$ cat config.mk
export PLATFORM = sky130hd
export DESIGN_NAME = led_display_ctrl
export DESIGN_NICKNAME = d
export VERILOG_FILES = /design/src/rtl/display_pkg.sv /design/src/rtl/key_debounce.sv /design/src/rtl/led_display_ctrl.sv
export SDC_FILE = /design/constraint.sdc
export NUM_CORES = 1
export LEC_CHECK = 0
export ABC_AREA = 1
export BUFFER_PORTS_ARGS = -buffer_cell sky130_fd_sc_hd__buf_2
export CAP_MARGIN = 25
export CORE_ASPECT_RATIO = 1.25
export CORE_MARGIN = 10
export CORE_UTILIZATION = 35
export CTS_CLUSTER_DIAMETER = 150
export CTS_CLUSTER_SIZE = 24
export DETAILED_ROUTE_END_ITERATION = 6
export GPL_TIMING_DRIVEN = 0
export PLACE_DENSITY = 0.54
export SETUP_SLACK_MARGIN = 0.5
export SLEW_MARGIN = 20
export SYNTH_ARGS = -nofsm -noshare
export SYNTH_HDL_FRONTEND = slang
export SYNTH_SLANG_ARGS = --single-unit
$ cat constraint.sdc
create_clock -name clk_video -period 1.7 [get_ports clk_video]
set_input_delay 0.425 -clock clk_video [delete_from_list [all_inputs] [get_ports clk_video]]
set_output_delay 0.425 -clock clk_video [all_outputs]
set_load 0.1 [all_outputs]
$ cat src/rtl/display_pkg.sv
// rtl/display_pkg.sv - shared types and constants for the LED display controller
//
// Provides the mode encoding, the free-running counter width and the bit
// positions of the counter slices shown on the red LEDs, green LEDs and
// seven-segment digits.
package display_pkg;

  localparam int CNT_W     = 48;

  // Counter slices presented to the display
  localparam int RED_LSB   = 16;
  localparam int RED_W     = 16;
  localparam int GREEN_LSB = 15;
  localparam int GREEN_W   = 16;
  localparam int SEG_LSB   = 16;
  localparam int SEG_W     = 32;

  typedef enum logic [1:0] {
    MODE_RUN  = 2'd0,
    MODE_HOLD = 2'd1,
    MODE_STEP = 2'd2
  } mode_t;

  // Mode sequence on each mode-key press: RUN -> HOLD -> STEP -> RUN
  function automatic mode_t next_mode(input mode_t m);
    case (m)
      MODE_RUN:  return MODE_HOLD;
      MODE_HOLD: return MODE_STEP;
      default:   return MODE_RUN;
    endcase
  endfunction

endpackage

$ cat src/rtl/key_debounce.sv
// rtl/key_debounce.sv - pushbutton synchronizer, debouncer and press detector
//
// Synchronizes an asynchronous active-low key, accepts a level change only
// after it has been stable for DEBOUNCE_CYCLES samples, and emits a one-cycle
// pulse on each debounced press (1 -> 0). Releases produce no pulse.
//
// Ports:
//   clk_video  sampling clock
//   reset_n    asynchronous active-low reset
//   key_n      raw key, low = pressed, asynchronous to clk_video
//   pressed    registered one-cycle pulse per debounced press
module key_debounce #(
  parameter int DEBOUNCE_CYCLES = 740000
) (
  input  logic clk_video,
  input  logic reset_n,
  input  logic key_n,
  output logic pressed
);

  localparam int              DB_W    = (DEBOUNCE_CYCLES > 1) ? $clog2(DEBOUNCE_CYCLES) : 1;
  localparam logic [DB_W-1:0] DB_LAST = DB_W'(DEBOUNCE_CYCLES - 1);

  logic            r_sync1;
  logic            r_sync2;
  logic            r_state;
  logic            r_pressed;
  logic [DB_W-1:0] r_cnt;

  logic            w_differs;
  logic            w_accept;

  assign w_differs = (r_sync2 != r_state);
  assign w_accept  = w_differs && (r_cnt == DB_LAST);

  always_ff @(posedge clk_video or negedge reset_n) begin
    if (!reset_n) begin
      r_sync1   <= 1'b1;
      r_sync2   <= 1'b1;
      r_state   <= 1'b1;
      r_pressed <= 1'b0;
      r_cnt     <= '0;
    end else begin
      r_sync1   <= key_n;
      r_sync2   <= r_sync1;
      // Accepting a differing value of 0 means the debounced state was 1
      r_pressed <= w_accept && !r_sync2;
      if (w_accept) begin
        r_state <= r_sync2;
        r_cnt   <= '0;
      end else if (w_differs) begin
        r_cnt   <= r_cnt + 1'b1;
      end else begin
        r_cnt   <= '0;
      end
    end
  end

  assign pressed = r_pressed;

endmodule

$ cat src/rtl/led_display_ctrl.sv
// rtl/led_display_ctrl.sv - frame-synchronous LED/segment display controller
//
// Debounces the mode and clear keys, runs the RUN/HOLD/STEP state machine
// over a 48-bit counter and snapshots the counter into the display outputs
// at each vsync leading edge so the LEDs never tear mid-frame.
//
// Ports:
//   clk_video   video clock, the only clock
//   reset_n     asynchronous active-low reset
//   key_mode_n  raw mode key, low = pressed, asynchronous
//   key_clr_n   raw clear key, low = pressed, asynchronous
//   vsync       vsync from display, polarity set by VSYNC_ACTIVE_LOW
//   red_leds    snapshot of counter[31:16]
//   green_leds  snapshot of counter[30:15]
//   segments    snapshot of counter[47:16]
//   mode        current mode (RUN=0, HOLD=1, STEP=2)
//   frame_upd   one-cycle pulse when the snapshot outputs load
module led_display_ctrl
  import display_pkg::*;
#(
  parameter int DEBOUNCE_CYCLES  = 740000,
  parameter bit VSYNC_ACTIVE_LOW = 1'b1,
  parameter int STEP_SHIFT       = 16
) (
  input  logic                 clk_video,
  input  logic                 reset_n,
  input  logic                 key_mode_n,
  input  logic                 key_clr_n,
  input  logic                 vsync,
  output logic [RED_W-1:0]     red_leds,
  output logic [GREEN_W-1:0]   green_leds,
  output logic [SEG_W-1:0]     segments,
  output logic [1:0]           mode,
  output logic                 frame_upd
);

  localparam logic [CNT_W-1:0] STEP_INC = CNT_W'(1) << STEP_SHIFT;
  localparam logic [CNT_W-1:0] ONE      = CNT_W'(1);

  logic [CNT_W-1:0]   r_cnt;
  mode_t              r_mode;
  logic               r_vsync_prev;
  logic [RED_W-1:0]   r_red;
  logic [GREEN_W-1:0] r_green;
  logic [SEG_W-1:0]   r_seg;
  logic               r_upd;

  logic               w_mode_press;
  logic               w_clr_press;
  logic               w_vsync_act;
  logic               w_vsync_prev_act;
  logic               w_frame_edge;
  logic [CNT_W-1:0]   w_cnt_nxt;

  key_debounce #(
    .DEBOUNCE_CYCLES(DEBOUNCE_CYCLES)
  ) u_db_mode (
    .clk_video (clk_video),
    .reset_n   (reset_n),
    .key_n     (key_mode_n),
    .pressed   (w_mode_press)
  );

  key_debounce #(
    .DEBOUNCE_CYCLES(DEBOUNCE_CYCLES)
  ) u_db_clr (
    .clk_video (clk_video),
    .reset_n   (reset_n),
    .key_n     (key_clr_n),
    .pressed   (w_clr_press)
  );

  // Normalize vsync to active-high before edge detection
  assign w_vsync_act      = VSYNC_ACTIVE_LOW ? !vsync        : vsync;
  assign w_vsync_prev_act = VSYNC_ACTIVE_LOW ? !r_vsync_prev : r_vsync_prev;
  assign w_frame_edge     = w_vsync_act && !w_vsync_prev_act;

  // Clear wins over any increment; the mode in effect this cycle decides
  // the increment, so a mode press only changes behaviour from next cycle.
  assign w_cnt_nxt = w_clr_press                             ? '0 :
                     (r_mode == MODE_RUN)                    ? r_cnt + ONE :
                     ((r_mode == MODE_STEP) && w_frame_edge) ? r_cnt + STEP_INC :
                                                               r_cnt;

  always_ff @(posedge clk_video or negedge reset_n) begin
    if (!reset_n) begin
      r_cnt        <= '0;
      r_vsync_prev <= VSYNC_ACTIVE_LOW;
    end else begin
      r_cnt        <= w_cnt_nxt;
      r_vsync_prev <= vsync;
    end
  end

  // Mode FSM; the unused encoding falls back to RUN on the next cycle
  always_ff @(posedge clk_video or negedge reset_n) begin
    if (!reset_n) begin
      r_mode <= MODE_RUN;
    end else begin
      case (r_mode)
        MODE_RUN, MODE_HOLD, MODE_STEP: begin
          if (w_mode_press) begin
            r_mode <= next_mode(r_mode);
          end
        end
        default: r_mode <= MODE_RUN;
      endcase
    end
  end

  // Snapshot takes the pre-update counter value at the frame edge. A frame
  // edge needs an inactive previous sample, so r_upd never fires twice in a row.
  always_ff @(posedge clk_video or negedge reset_n) begin
    if (!reset_n) begin
      r_red   <= '0;
      r_green <= '0;
      r_seg   <= '0;
      r_upd   <= 1'b0;
    end else begin
      r_upd <= w_frame_edge;
      if (w_frame_edge) begin
        r_red   <= r_cnt[RED_LSB +: RED_W];
        r_green <= r_cnt[GREEN_LSB +: GREEN_W];
        r_seg   <= r_cnt[SEG_LSB +: SEG_W];
      end
    end
  end

  assign red_leds   = r_red;
  assign green_leds = r_green;
  assign segments   = r_seg;
  assign mode       = r_mode;
  assign frame_upd  = r_upd;

endmodule

Word level (Yosys, flattened, before mapping)

Cells that the tools add are included.

Bits in registers: 164
Output and inout bits: 67
Bits in latches: 0
Bits of input ports: 5
Memories kept: 0
Bits in writable memories: 0
Bits in read-only memories: 0

Eq/ne operators: 7
Reduce and logical (&&, ||, !) cells: 12
Multiplexer cells: 10
Div/mod/pow operators: 0
Multiply operators: 0
Add/sub/neg operators: 4
Order comparisons: 0
Shift-type cells: 0
Bitwise gates (word level): 0

Operators with widths:

| kind                                                              | count |
|---|---|
| 48-bit two-way mux                                                | 3 |
| 20-bit two-way mux                                                | 4 |
| 48-bit by 1-bit adder with 48-bit output (second input constant)  | 1 |
| 48-bit by 17-bit adder with 48-bit output (second input constant) | 1 |
| 20-bit by 1-bit adder with 20-bit output (second input constant)  | 2 |
| 20-bit == test (second input constant)                            | 2 |
| 1-bit logical AND                                                 | 6 |
| 2-bit two-way mux                                                 | 2 |
| 2-bit case mux with 2 select lines                                | 1 |
| 1-bit zero test                                                   | 3 |
| 3-bit nonzero test                                                | 1 |
| 3-bit OR reduction                                                | 1 |
| 2-bit by 1-bit == test with 1-bit output (second input constant)  | 1 |
| 2-bit == test (second input constant)                             | 1 |
| 2-bit zero test                                                   | 1 |
| 1-bit != test                                                     | 2 |
| 2-bit by 1-bit != test with 1-bit output (second input constant)  | 1 |

Longest topological paths before layout

Gate-level depths: netlist of run 1.

Word-level depth: 6
Gate-level depth with buffers: 12
Depth with buffers taken out: 11

Hierarchy

A second synthesis of run 1 with hierarchy kept.

Cells, all modules: 995
Area, all modules: 7503.4 sq um

By module, submodules not included:

| module           | instances | cells each | sequential area each (sq um) | area each (sq um) |
|---|---|---|---|---|
| led_display_ctrl | 1         | 651        | 2128.3                       | 4715.8 |
| key_debounce     | 2         | 172        | 604.3                        | 1393.8 |

Worst setup path before layout of run 1

No wires, ideal clock.

Kind: register to register
From: register r_mode[1] (netlist: mode[1])
To: register r_cnt[37]
Required time: 1583 ps
Arrival: 1858 ps
Buffers on the path: 1
Path slack: -276 ps
Clock period less this slack: 1976 ps
Setup time: 117 ps
Cell stages (with the launch flop): 9
Cells stage by stage: dfrtp_1 nor2_4 inv_2 buf_2 nor2_1 nor2_2 nand3_2 o21ai_1 nor2_1

Longest elaborated chain between the ends: 3
Elaborated cells on any way between the ends: 6

Ends and longest elaborated chain:

| item                                                               | line                                           | source |
|---|---|---|
| start: declaration                                                 | led_display_ctrl.sv:41                         | `mode_t r_mode;` |
| start signal: assignment                                           | led_display_ctrl.sv:103                        | `r_mode <= next_mode(r_mode);` |
| 2-bit == test or 2-bit zero test (tied branches)                   | led_display_ctrl.sv:82, led_display_ctrl.sv:81 |  |
| 1-bit logical AND or 48-bit two-way mux (tied branches)            | led_display_ctrl.sv:82, led_display_ctrl.sv:81 |  |
| 3-bit nonzero test (no line) or 48-bit two-way mux (tied branches) | -                                              |  |
| end signal: assignment                                             | led_display_ctrl.sv:90                         | `r_cnt <= w_cnt_nxt;` |
| end: declaration                                                   | led_display_ctrl.sv:40                         | `logic [CNT_W-1:0] r_cnt;` |

Parallel ways exist; a longest one is shown, timed or not.
A chain may end at the register's enable or synchronous reset.

Final worst setup path of run 1

From: register r_cnt[1]
To: register r_cnt[34]

Longest elaborated chain between the ends: 4
Elaborated cells on any way between the ends: 5

Ends and longest elaborated chain:

| item                                      | line                   | source |
|---|---|---|
| 48-bit by 17-bit adder with 48-bit output | led_display_ctrl.sv:82 | `((r_mode == MODE_STEP) && w_frame_edge) ? r_cnt + STEP_INC :` |
| 48-bit two-way mux                        | led_display_ctrl.sv:82 |  |
| 48-bit two-way mux (*)                    | led_display_ctrl.sv:81 | `(r_mode == MODE_RUN) ? r_cnt + ONE :` |
| 48-bit two-way mux (*)                    | led_display_ctrl.sv:80 | `assign w_cnt_nxt = w_clr_press ? '0 :` |

Mark *: on every way between the ends. The rest lies on a longest branch, timed or not. The select of a mux whose other input is x is not followed.

==> results of run 1 <==
layout by cell type, fill, tap and decap left out, types with 10 or more instances in the layout:
cell type  count
nand2_1      172
nor2_1       100
buf_12        97
inv_1         93
buf_4         77
dfrtp_1       72
nand2_2       56
buf_6         53
nor2_4        45
dfrtp_2       36
o21ai_1       28
nand3_1       25
a21oi_1       24
nor2_2        24
nor3_1        22
nand3_2       22
nand2_4       20
clkbuf_16     19
o21ai_2       18
dfrtp_4       18
nand4_1       16
nor3_2        16
inv_2         16
xor2_1        11
a21oi_2       10
buf_16        10
routing by layer:
layer / routed length, microns / global-route usage [%]
met5: 0 / 0
met4: 792 / 7.47
met3: 810 / 3.35
met2: 13000 / 30.7
met1: 9220 / 18.9
what timing repair did:
item | 4_1_cts | 5_1_grt
gates cloned | 7 | 0
endpoints found under the hold margin | 60 | 60
pin swaps | 80 | 92
setup endpoints to repair | 189 | 193
buffers inserted | 81 | 48
resized for setup | 475 | 260
power groups by stage:
stage	Clock, mW	Sequential [mW]	Combinational (mW)
after global placement	0	3.26	0.178
after detailed placement	0	3.26	0.189
after global routing	4.04	3.21	0.381
after floorplan	0	3.27	0.0677
after CTS	3.91	3.21	0.305
final	3.85	3.21	0.348
flip-flops by register name (all words and copies together) (netlist names):
signal             count
frame_upd              1
green_leds             1
mode                   2
r_cnt                 48
r_vsync_prev           1
red_leds              15
segments              17
u_db_clr.pressed       1
u_db_clr.r_cnt        20
u_db_clr.r_state       1
u_db_clr.r_sync1       1
u_db_clr.r_sync2       1
u_db_mode.pressed      1
u_db_mode.r_cnt       20
u_db_mode.r_state      1
u_db_mode.r_sync1      1
u_db_mode.r_sync2      1
cell families (layout without fill, tap and decap cells):
group,after synthesis,in the layout,synth area share (%)
AOI/OAI and AO/OA,96,96,6.91
xor gates and xnor gates,15,15,1.92
adders and majority gates,4,4,0.691
buffers and inverters,166,406,10.3
DFF,133,133,46.1
and+or+nand+nor,558,558,34.1
worst max-delay path, stage by stage, from the launching register on:
cell and delay, ns:
dfrtp_1 0.42, ha_4 0.18, nand2_2 0.06, nor2_2 0.11, nand2_2 0.12, nor2_4 0.16
nor2_4 0.06, nor2_4 0.13, buf_6 0.17, nand3_4 0.08, nor2_1 0.09, nor2_1 0.05
worst max path at each step:
| stage | startpoint | end | slack, ns | depth (start not counted) |
|---|---|---|---|---|
| after global placement | reset_n | red_leds[7] | -2.28 | 1 |
| final | r_cnt[1] | r_cnt[34] | -0.03 | 11 |
| after detailed placement | r_cnt[16] | r_cnt[38] | -0.24 | 9 |
| after CTS | red_leds[0] | red_leds[0] | 0.01 | 2 |
| after global routing | u_db_mode.r_cnt[0] | u_db_mode.r_cnt[14] | -0.14 | 8 |
| after floorplan | mode[0] | r_cnt[37] | 0.10 | 9 |
area by class of cell:
class | count | area (sq um) | area share, %
clock inverter | 8 | 123 | 0.947
clock buffer | 24 | 482 | 3.72
timing repair buffer | 208 | 2790 | 21.5
tap | 270 | 338 | 2.61
inverter | 118 | 478 | 3.69
multi-input combinational | 673 | 4480 | 34.6
sequential | 133 | 3450 | 26.6
buffer | 48 | 820 | 6.33
==> flow_summary.json, run 1 <==
{
  "final_max_slew_viol_count": 0,
  "finalHoldViolations": 60,
  "syn_avg_cell_area_sq_um": 7.45,
  "clock_power_share_pct": 51.9,
  "coreArea_sq_um": 20200,
  "power.leakage_nw": 5.64,
  "die_x_microns": 149,
  "routed_wl_mm": 23.8,
  "grt.overflow.total": 0,
  "p_comb_share_pct": 4.7,
  "ys_async_sr_fraction_pct": 100,
  "rows": 58,
  "yosysSeqAreaShare_pct": 46.1,
  "cts_buffers": 17,
  "holdWs_ns": -0.0815,
  "final.fill_count": 1539,
  "rsz0062_at_grt": "yes",
  "antenna_found_initial": 0,
  "synth_edf_count": 0,
  "sw_frac_of_total_pct": 22.2,
  "status": "finished with violations",
  "start_kind": "flop",
  "holdCritPathClass": "in -> async",
  "first_pass_iters": 5,
  "ant_nets": 0,
  "r2r-end": "r_cnt[34]",
  "vdd_drop_max_v": 0.000555,
  "drive_gt1_share_pct": 51.4,
  "drt-initial-drc-count": 461,
  "antennaDiodeCount": 0,
  "p_total_mw": 7.40,
  "synth.distinct_cells": 40,
  "powerDensity_nw_per_um2": 572,
  "syn_area_sq_um": 7240,
  "power_frac_seq_pct": 43.4,
  "yosys_register_bits": 133,
  "stdcell_count": 1482,
  "r2r_setup_slack_ns": -0.03,
  "required_ns": 2.02,
  "vias": 7271,
  "synth_common_cells": "244 x nand2_1, 150 x nor2_1, 126 x dfrtp_1, 110 x inv_1, 51 x nand3_1",
  "cts_tree": "done",
  "post-route-period-util_pct": 102,
  "insertion_delay_ns": 0.43,
  "final_util_pct": 64.0,
  "power.net_switching_mw": 1.64,
  "drc_errors": 0,
  "die_h_microns": 181,
  "final_cell_area_sq_um": 13000,
  "setup-tns-final_ns": -0.0853,
  "dpl_cell_area_sq_um": 8540,
  "grt_pass1_vias": 7246,
  "initial_core_util_pct": 35.8,
  "cp_max_fo": 6,
  "clockBufferDepth": 2,
  "grt_pass1_wl_mm": 37.4,
  "max_freq_mhz": 579,
  "min_period_ns": 1.73,
  "routedWlPerCell_microns": 16.1,
  "synth_fp_nets": 981,
  "yosys_warnings": 0,
  "path_class": "reg -> reg",
  "setup_viol": 6,
  "slew_headroom_pct": 66.9,
  "dp_hpwl_mm": 14.5,
  "port_buffers": 71,
  "ys_top_cells_by_area": "dfrtp_1 44%, nand2_1 13%, nor2_1 7.8%, inv_1 5.7%, nand3_1 3.5%",
  "nets": 1208,
  "arrival_ns": 2.05,
  "ios": 72,
  "p_int_mw": 5.76,
  "placed_cells": 1314,
  "synth_top_area_share_pct": 43.5,
  "skew_ns": 0.00961,
  "fp.dieArea_sq_um": 26900,
  "root_buffer": "clkbuf_16",
  "place.gp.congestion": 0.864,
  "syn_inst": 972,
  "avgViaCountPerCell": 4.91,
  "yosysTopAreaCell": "dfrtp_1",
  "rr_worst_depth": 11,
  "clkTransAtPathRegs_ns": 0.06,
  "regToRegStartpoint": "r_cnt[1]",
  "setup_ws_ns": -0.0264,
  "synth_ff_type": "dfrtp_1",
  "syn2layout_area_growth_pct": 78.9,
  "grt_max_degree": 74,
  "htreeDepth": 4,
  "synth_most_common_cell": "nand2_1",
  "tightest_slew_ns": 0.496,
  "violations": "negative hold slack, negative setup slack",
  "clock-sinks": 133,
  "end_kind": "flop",
  "grt.total_usage_pct": 17.1,
  "drv_cap": 0,
  "place_ws_ns": -0.236
}
(Power assumes the default switching activity.)
==> inputs of run 2 (changes only) <==
--- a/config.mk
+++ b/config.mk
@@ -6,6 +6,7 @@
 export NUM_CORES = 1
 export LEC_CHECK = 0
 export ABC_AREA = 1
+export ABC_CLOCK_PERIOD_IN_PS = 1700
 export BUFFER_PORTS_ARGS = -buffer_cell sky130_fd_sc_hd__buf_2
 export CAP_MARGIN = 25
 export CORE_ASPECT_RATIO = 1.25
==> constraint.sdc (replaced) <==
create_clock -name clk_video -period 1.7 [get_ports clk_video]
set_input_delay 0.425 -clock clk_video [delete_from_list [all_inputs] [get_ports clk_video]]
set_output_delay 0.425 -clock clk_video [all_outputs]
set_load 0.01 [all_outputs]
==> flow_summary.json, run 2 (synthesized netlist as in run 1, its figures left out) <==
{
  "place_ws_ns": -0.201,
  "initial_core_util_pct": 35.8,
  "antenna_found_initial": 0,
  "vdd_drop_max_v": 0.000607,
  "holdCritPathClass": "in -> async",
  "dp_hpwl_mm": 14.3,
  "p_comb_share_pct": 4.9,
  "drive_gt1_share_pct": 53.7,
  "status": "finished with violations",
  "cp_max_fo": 5,
  "path_class": "reg -> reg",
  "layout_commonest_cell": "nand2_1",
  "place.gp.congestion": 0.896,
  "final_max_slew_viol_count": 0,
  "gr-usage-met1_pct": 18.1,
  "skew_ns": 0.0135,
  "holdWs_ns": -0.0873,
  "routedWlPerCell_microns": 15.5,
  "top_register": "r_cnt",
  "power_frac_seq_pct": 41.8,
  "use_met2_pct": 29.5,
  "post-route-period-util_pct": 98.6,
  "root_buffer": "clkbuf_16",
  "finalHoldViolations": 58,
  "slew_headroom_pct": 68.0,
  "final_cell_mix": "150 x nand2_1, 113 x buf_6, 104 x dfrtp_1",
  "insertion_delay_ns": 0.43,
  "grt_pass1_wl_mm": 35.9,
  "sw_frac_of_total_pct": 21.8,
  "syn2layout_area_growth_pct": 70.4,
  "top_usage_layer": "met2",
  "grt_pass1_vias": 7093,
  "die_x_microns": 149,
  "cts_buffers": 17,
  "global_route.usage.met3_pct": 2.75,
  "max_freq_mhz": 596,
  "rsz0062_at_grt": "yes",
  "tightest_slew_ns": 0.481,
  "routed_wl_mm": 23.1,
  "largest_reg_flops": 48,
  "min_period_ns": 1.68,
  "arrival_ns": 2.03,
  "start_kind": "flop",
  "setup_viol": 0,
  "vias": 7328,
  "ant_nets": 0,
  "end_kind": "flop",
  "grt.overflow.total": 0,
  "ios": 72,
  "clock-sinks": 133,
  "avgViaCountPerCell": 4.90,
  "drt-initial-drc-count": 313,
  "nets": 1222,
  "drc_errors": 0,
  "clock_power_share_pct": 53.3,
  "coreArea_sq_um": 20200,
  "port_buffers": 71,
  "top_regs": "r_cnt (48), u_db_clr.r_cnt (20), u_db_mode.r_cnt (20)",
  "power.net_switching_mw": 1.67,
  "fp.dieArea_sq_um": 26900,
  "p_int_mw": 6.01,
  "powerDensity_nw_per_um2": 623,
  "die_h_microns": 181,
  "cts_tree": "done",
  "first_pass_iters": 5,
  "clkTransAtPathRegs_ns": 0.06,
  "violations": "negative hold slack",
  "clockBufferDepth": 2,
  "rows": 58,
  "grt_max_degree": 76,
  "grt.total_usage_pct": 16.3,
  "required_ns": 2.05,
  "antennaDiodeCount": 0,
  "final_util_pct": 60.9,
  "htreeDepth": 4,
  "power.leakage_nw": 5.86,
  "drv_cap": 0,
  "setup_ws_ns": 0.0230
}
run 2: cell types whose count changed in the layout (fill, tap and decap cells not counted), moves of 18 or more:
cell	previous run	this run
dfrtp_1	72	104
nand2_4	20	41
buf_6	53	113
buf_2	5	24
buf_12	97	13
dfrtp_4	18	0
nand2_1	172	150
buf_4	77	101
run 2: cell type report:
type | count | area, sq um
buffer | 48 | 574
clock buffer | 20 | 447
clock inverter | 12 | 203
fill | 1680 | 7910
inverter | 118 | 470
multi-input combinational | 673 | 4740
sequential | 133 | 3360
tap | 270 | 338
timing repair buffer | 222 | 2200
run 2: path summary, 6_finish.rpt:
check	start	to	slack (ns)	cells past startpoint
worst min-delay path	reset_n	segments[18]	-0.09	1
min in group clk_video	key_mode_n	u_db_mode.r_sync1	0.09	1
max in group asynchronous	reset_n	u_db_clr.r_sync2	1.02	2
worst min register to register	u_db_clr.r_sync1	u_db_clr.r_sync2	0.36	0
worst max register to register	r_cnt[5]	r_cnt[26]	0.02	9
worst max-delay path	r_cnt[5]	r_cnt[26]	0.02	9
run 2: through the flow:
stage / instances / power, mW / hold slack (ns) / setup TNS (ns) / area (sq um)
after global routing: 1496 / 7.93 / -0.0444 / -0.493 / 12300
after floorplan: 972 / 3.33 / 0.129 / 0 / 7420
final: 1496 / 7.68 / -0.0873 / 0 / 12300
after global placement: 1313 / 3.43 / 0.347 / -230.31 / 8120
after CTS: 1448 / 7.69 / -0.0645 / 0 / 11000
after detailed placement: 1314 / 3.44 / 0.348 / -1.97 / 8150
run 2: repair_timing:
item / 4_1_cts / 5_1_grt
pin swaps: 84 / 72
endpoints found under the hold margin: 58 / 49
setup buffers: 95 / 48
endpoints found under the setup margin: 188 / 191
gates cloned: 7 / 0
gates resized for setup: 340 / 250
run 2: power by group through the flow:
stage / clock network, mW / logic [mW] / registers [mW]
after floorplan: 0 / 0.0709 / 3.26
after global placement: 0 / 0.173 / 3.26
after detailed placement: 0 / 0.184 / 3.26
after CTS: 4.16 / 0.321 / 3.21
after global routing: 4.31 / 0.412 / 3.21
final: 4.09 / 0.380 / 3.21
run 2: worst max-delay path: stages, from the launching register on:
cell	delay [ns]
dfrtp_1	0.38
nand2_2	0.12
nor2_4	0.20
nand2_2	0.08
o21ai_2	0.27
nand2_4	0.13
buf_12	0.16
o21ai_2	0.11
nand2_1	0.06
nor2_1	0.10
run 2: layer usage:
layer / wire length, microns / vias up
met5: 0 / -
met4: 667 / 0
met3: 860 / 41
met2: 12700 / 140
met1: 8890 / 3580
li1: - / 3567
==> inputs of run 3 (changes only) <==
--- a/config.mk
+++ b/config.mk
@@ -5,7 +5,6 @@
 export SDC_FILE = /design/constraint.sdc
 export NUM_CORES = 1
 export LEC_CHECK = 0
-export ABC_AREA = 1
 export ABC_CLOCK_PERIOD_IN_PS = 1700
 export BUFFER_PORTS_ARGS = -buffer_cell sky130_fd_sc_hd__buf_2
 export CAP_MARGIN = 25
==> flow_summary.json, run 3 <==
{
  "status": "finished with violations",
  "violations": "negative hold slack, negative setup slack",
  "final_cell_mix": "106 x nand2_1, 105 x buf_6, 97 x buf_4",
  "dp_hpwl_mm": 10.7,
  "rr_worst_depth": 8,
  "crit_chain": "ha_1 > nand2b_1 > a2111oi_4 > buf_4 > o211ai_4 > buf_8 > or3_1 > a21oi_2",
  "antenna_found_initial": 0,
  "synth_edf_count": 0,
  "grt_max_degree": 75,
  "die_h_microns": 172,
  "synth_ff_type": "dfrtp_1",
  "syn_inst": 670,
  "root_buffer": "clkbuf_16",
  "ios": 72,
  "tightest_slew_ns": 0.666,
  "htreeDepth": 4,
  "coreArea_sq_um": 18100,
  "rsz0062_at_grt": "yes",
  "finalHoldViolations": 55,
  "synth_top_area_share_pct": 49.0,
  "holdCritPathClass": "in -> async",
  "place.gp.congestion": 0.913,
  "synth.distinct_cells": 50,
  "nets": 909,
  "cts_tree": "done",
  "min_period_ns": 2.11,
  "cpMaxStageDelayCell": "dfrtp_2",
  "cts_buffers": 17,
  "synth_most_common_cell": "dfrtp_1",
  "clock_power_share_pct": 51.7,
  "sw_frac_of_total_pct": 21.2,
  "syn2layout_area_growth_pct": 63.7,
  "yosys_warnings": 0,
  "crit_path_max_incr_delay_ns": 0.42,
  "grt_pass1_vias": 5836,
  "ant_nets": 0,
  "syn_avg_cell_area_sq_um": 9.61,
  "drive_gt1_share_pct": 50.8,
  "power.leakage_nw": 4.78,
  "final.fill_count": 1401,
  "clockBufferDepth": 2,
  "cpLargestDelayFamily": "compound AO/OA/AOI/OAI gates",
  "powerDensity_nw_per_um2": 697,
  "worst-path-buf-inv": 2,
  "regToRegStartpoint": "r_cnt[17]",
  "drv_cap": 0,
  "grt.total_usage_pct": 14.4,
  "vias": 5817,
  "top_regs": "r_cnt (48), u_db_clr.r_cnt (20), u_db_mode.r_cnt (20)",
  "drt-initial-drc-count": 395,
  "top_register": "r_cnt",
  "grt_pass1_wl_mm": 28.6,
  "port_buffers": 71,
  "start_kind": "flop",
  "yosysTopAreaCell": "dfrtp_1",
  "ys_top_cells_by_area": "dfrtp_1 49%, nand2_1 7.1%, xor2_1 6.7%, nor2_1 5.1%, buf_4 3.6%",
  "required_ns": 2.05,
  "power_frac_seq_pct": 43.7,
  "max_freq_mhz": 475,
  "vdd_drop_max_v": 0.000761,
  "grt.overflow.total": 0,
  "drc_errors": 0,
  "place_ws_ns": -0.575,
  "clkTransAtPathRegs_ns": 0.06,
  "setup_viol": 65,
  "fp.dieArea_sq_um": 24300,
  "p_comb_share_pct": 4.6,
  "setup_ws_ns": -0.407,
  "syn_area_sq_um": 6440,
  "final_max_slew_viol_count": 0,
  "rows": 55,
  "die_x_microns": 141,
  "path_class": "reg -> reg",
  "ys_async_sr_fraction_pct": 100,
  "power.net_switching_mw": 1.56,
  "avgViaCountPerCell": 5.11,
  "routed_wl_mm": 19.1,
  "p_int_mw": 5.79,
  "critPathLaunch": "r_cnt[17]",
  "synth_fp_nets": 679,
  "initial_core_util_pct": 35.6,
  "skew_ns": 0.00745,
  "post-route-period-util_pct": 124,
  "synth_common_cells": "126 x dfrtp_1, 121 x nand2_1, 87 x nor2_1, 49 x xor2_1, 34 x nand3_1",
  "antennaDiodeCount": 0,
  "cp_max_fo": 6,
  "yosysSeqAreaShare_pct": 51.8,
  "routedWlPerCell_microns": 16.7,
  "yosys_register_bits": 133,
  "arrival_ns": 2.46,
  "first_pass_iters": 5,
  "holdWs_ns": -0.0819,
  "p_total_mw": 7.35,
  "layout_commonest_cell": "nand2_1",
  "path_depth": 8,
  "end_kind": "flop",
  "clock-sinks": 133,
  "slew_headroom_pct": 55.6,
  "insertion_delay_ns": 0.43,
  "largest_reg_flops": 48
}
[run 3: per-stage QoR]
stage | setup TNS, ns | std cells | instance area (sq um) | utilization (%)
floorplan | -1.87 | 670 | 6600 | -
global placement | -223.64 | 969 | 7240 | 40.0
detailed placement | -15.97 | 970 | 7280 | 40.2
CTS | -5.71 | 1059 | 9330 | 51.5
global route | -12.50 | 1139 | 10500 | 58.2
finish | -8.28 | 1139 | 10500 | 58.2
[run 3: final timing paths]
check | to | slack (ns)
setup / recovery | r_cnt[40] | -0.41
max in group asynchronous | r_cnt[10] | 1.02
min in group clk_video | u_db_mode.r_sync1 | 0.09
hold / removal | red_leds[10] | -0.08
setup reg to reg | r_cnt[40] | -0.41
hold reg to reg | u_db_mode.r_sync2 | 0.35
[run 3: layout make-up]
class | instances | area, sq um | area share, %
Clock buffer | 23 | 488 | 4.63
Buffer | 53 | 611 | 5.79
Sequential cell | 133 | 3370 | 32.0
Inverter | 9 | 33.8 | 0.320
Tap cell | 228 | 285 | 2.71
Clock inverter | 7 | 121 | 1.15
Timing Repair Buffer | 210 | 2010 | 19.1
Multi-Input combinational cell | 476 | 3620 | 34.3
[run 3: power by group through the flow]
stage,clock network (mW),registers [mW],logic [mW]
finish,3.80,3.21,0.338
global route,3.99,3.22,0.371
CTS,3.85,3.21,0.273
detailed placement,0,3.27,0.187
global placement,0,3.27,0.173
floorplan,0,3.27,0.0723
[run 3: repair_timing]
action / CTS / global route
gates cloned: 5 / 4
pin swaps: 51 / 68
endpoints found under the hold margin: 55 / 55
resized for setup: 201 / 150
buffers inserted: 54 / 76
endpoints found under the setup margin: 191 / 191
[run 3: logic make-up (layout without fill, tap and decap cells)]
logic type	count (synthesis)	count (layout)	synth area share, %
and+or+nand+nor	336	336	25.4
DFF	133	133	51.8
xor gates and xnor gates	68	68	9.25
AOI/OAI and AO/OA	63	64	6.53
buffers and inverters	62	302	5.52
adders and majority gates	4	4	0.777
muxes	4	4	0.680
[run 3: routing by layer]
layer / up-vias / track usage (%) / part of all wire [%]
li1: 2720 / - / -
met1: 2884 / 15.2 / 38
met2: 167 / 25.5 / 54
met3: 46 / 4.17 / 5.0
met4: 0 / 7.10 / 3.4
met5: - / 0 / 0
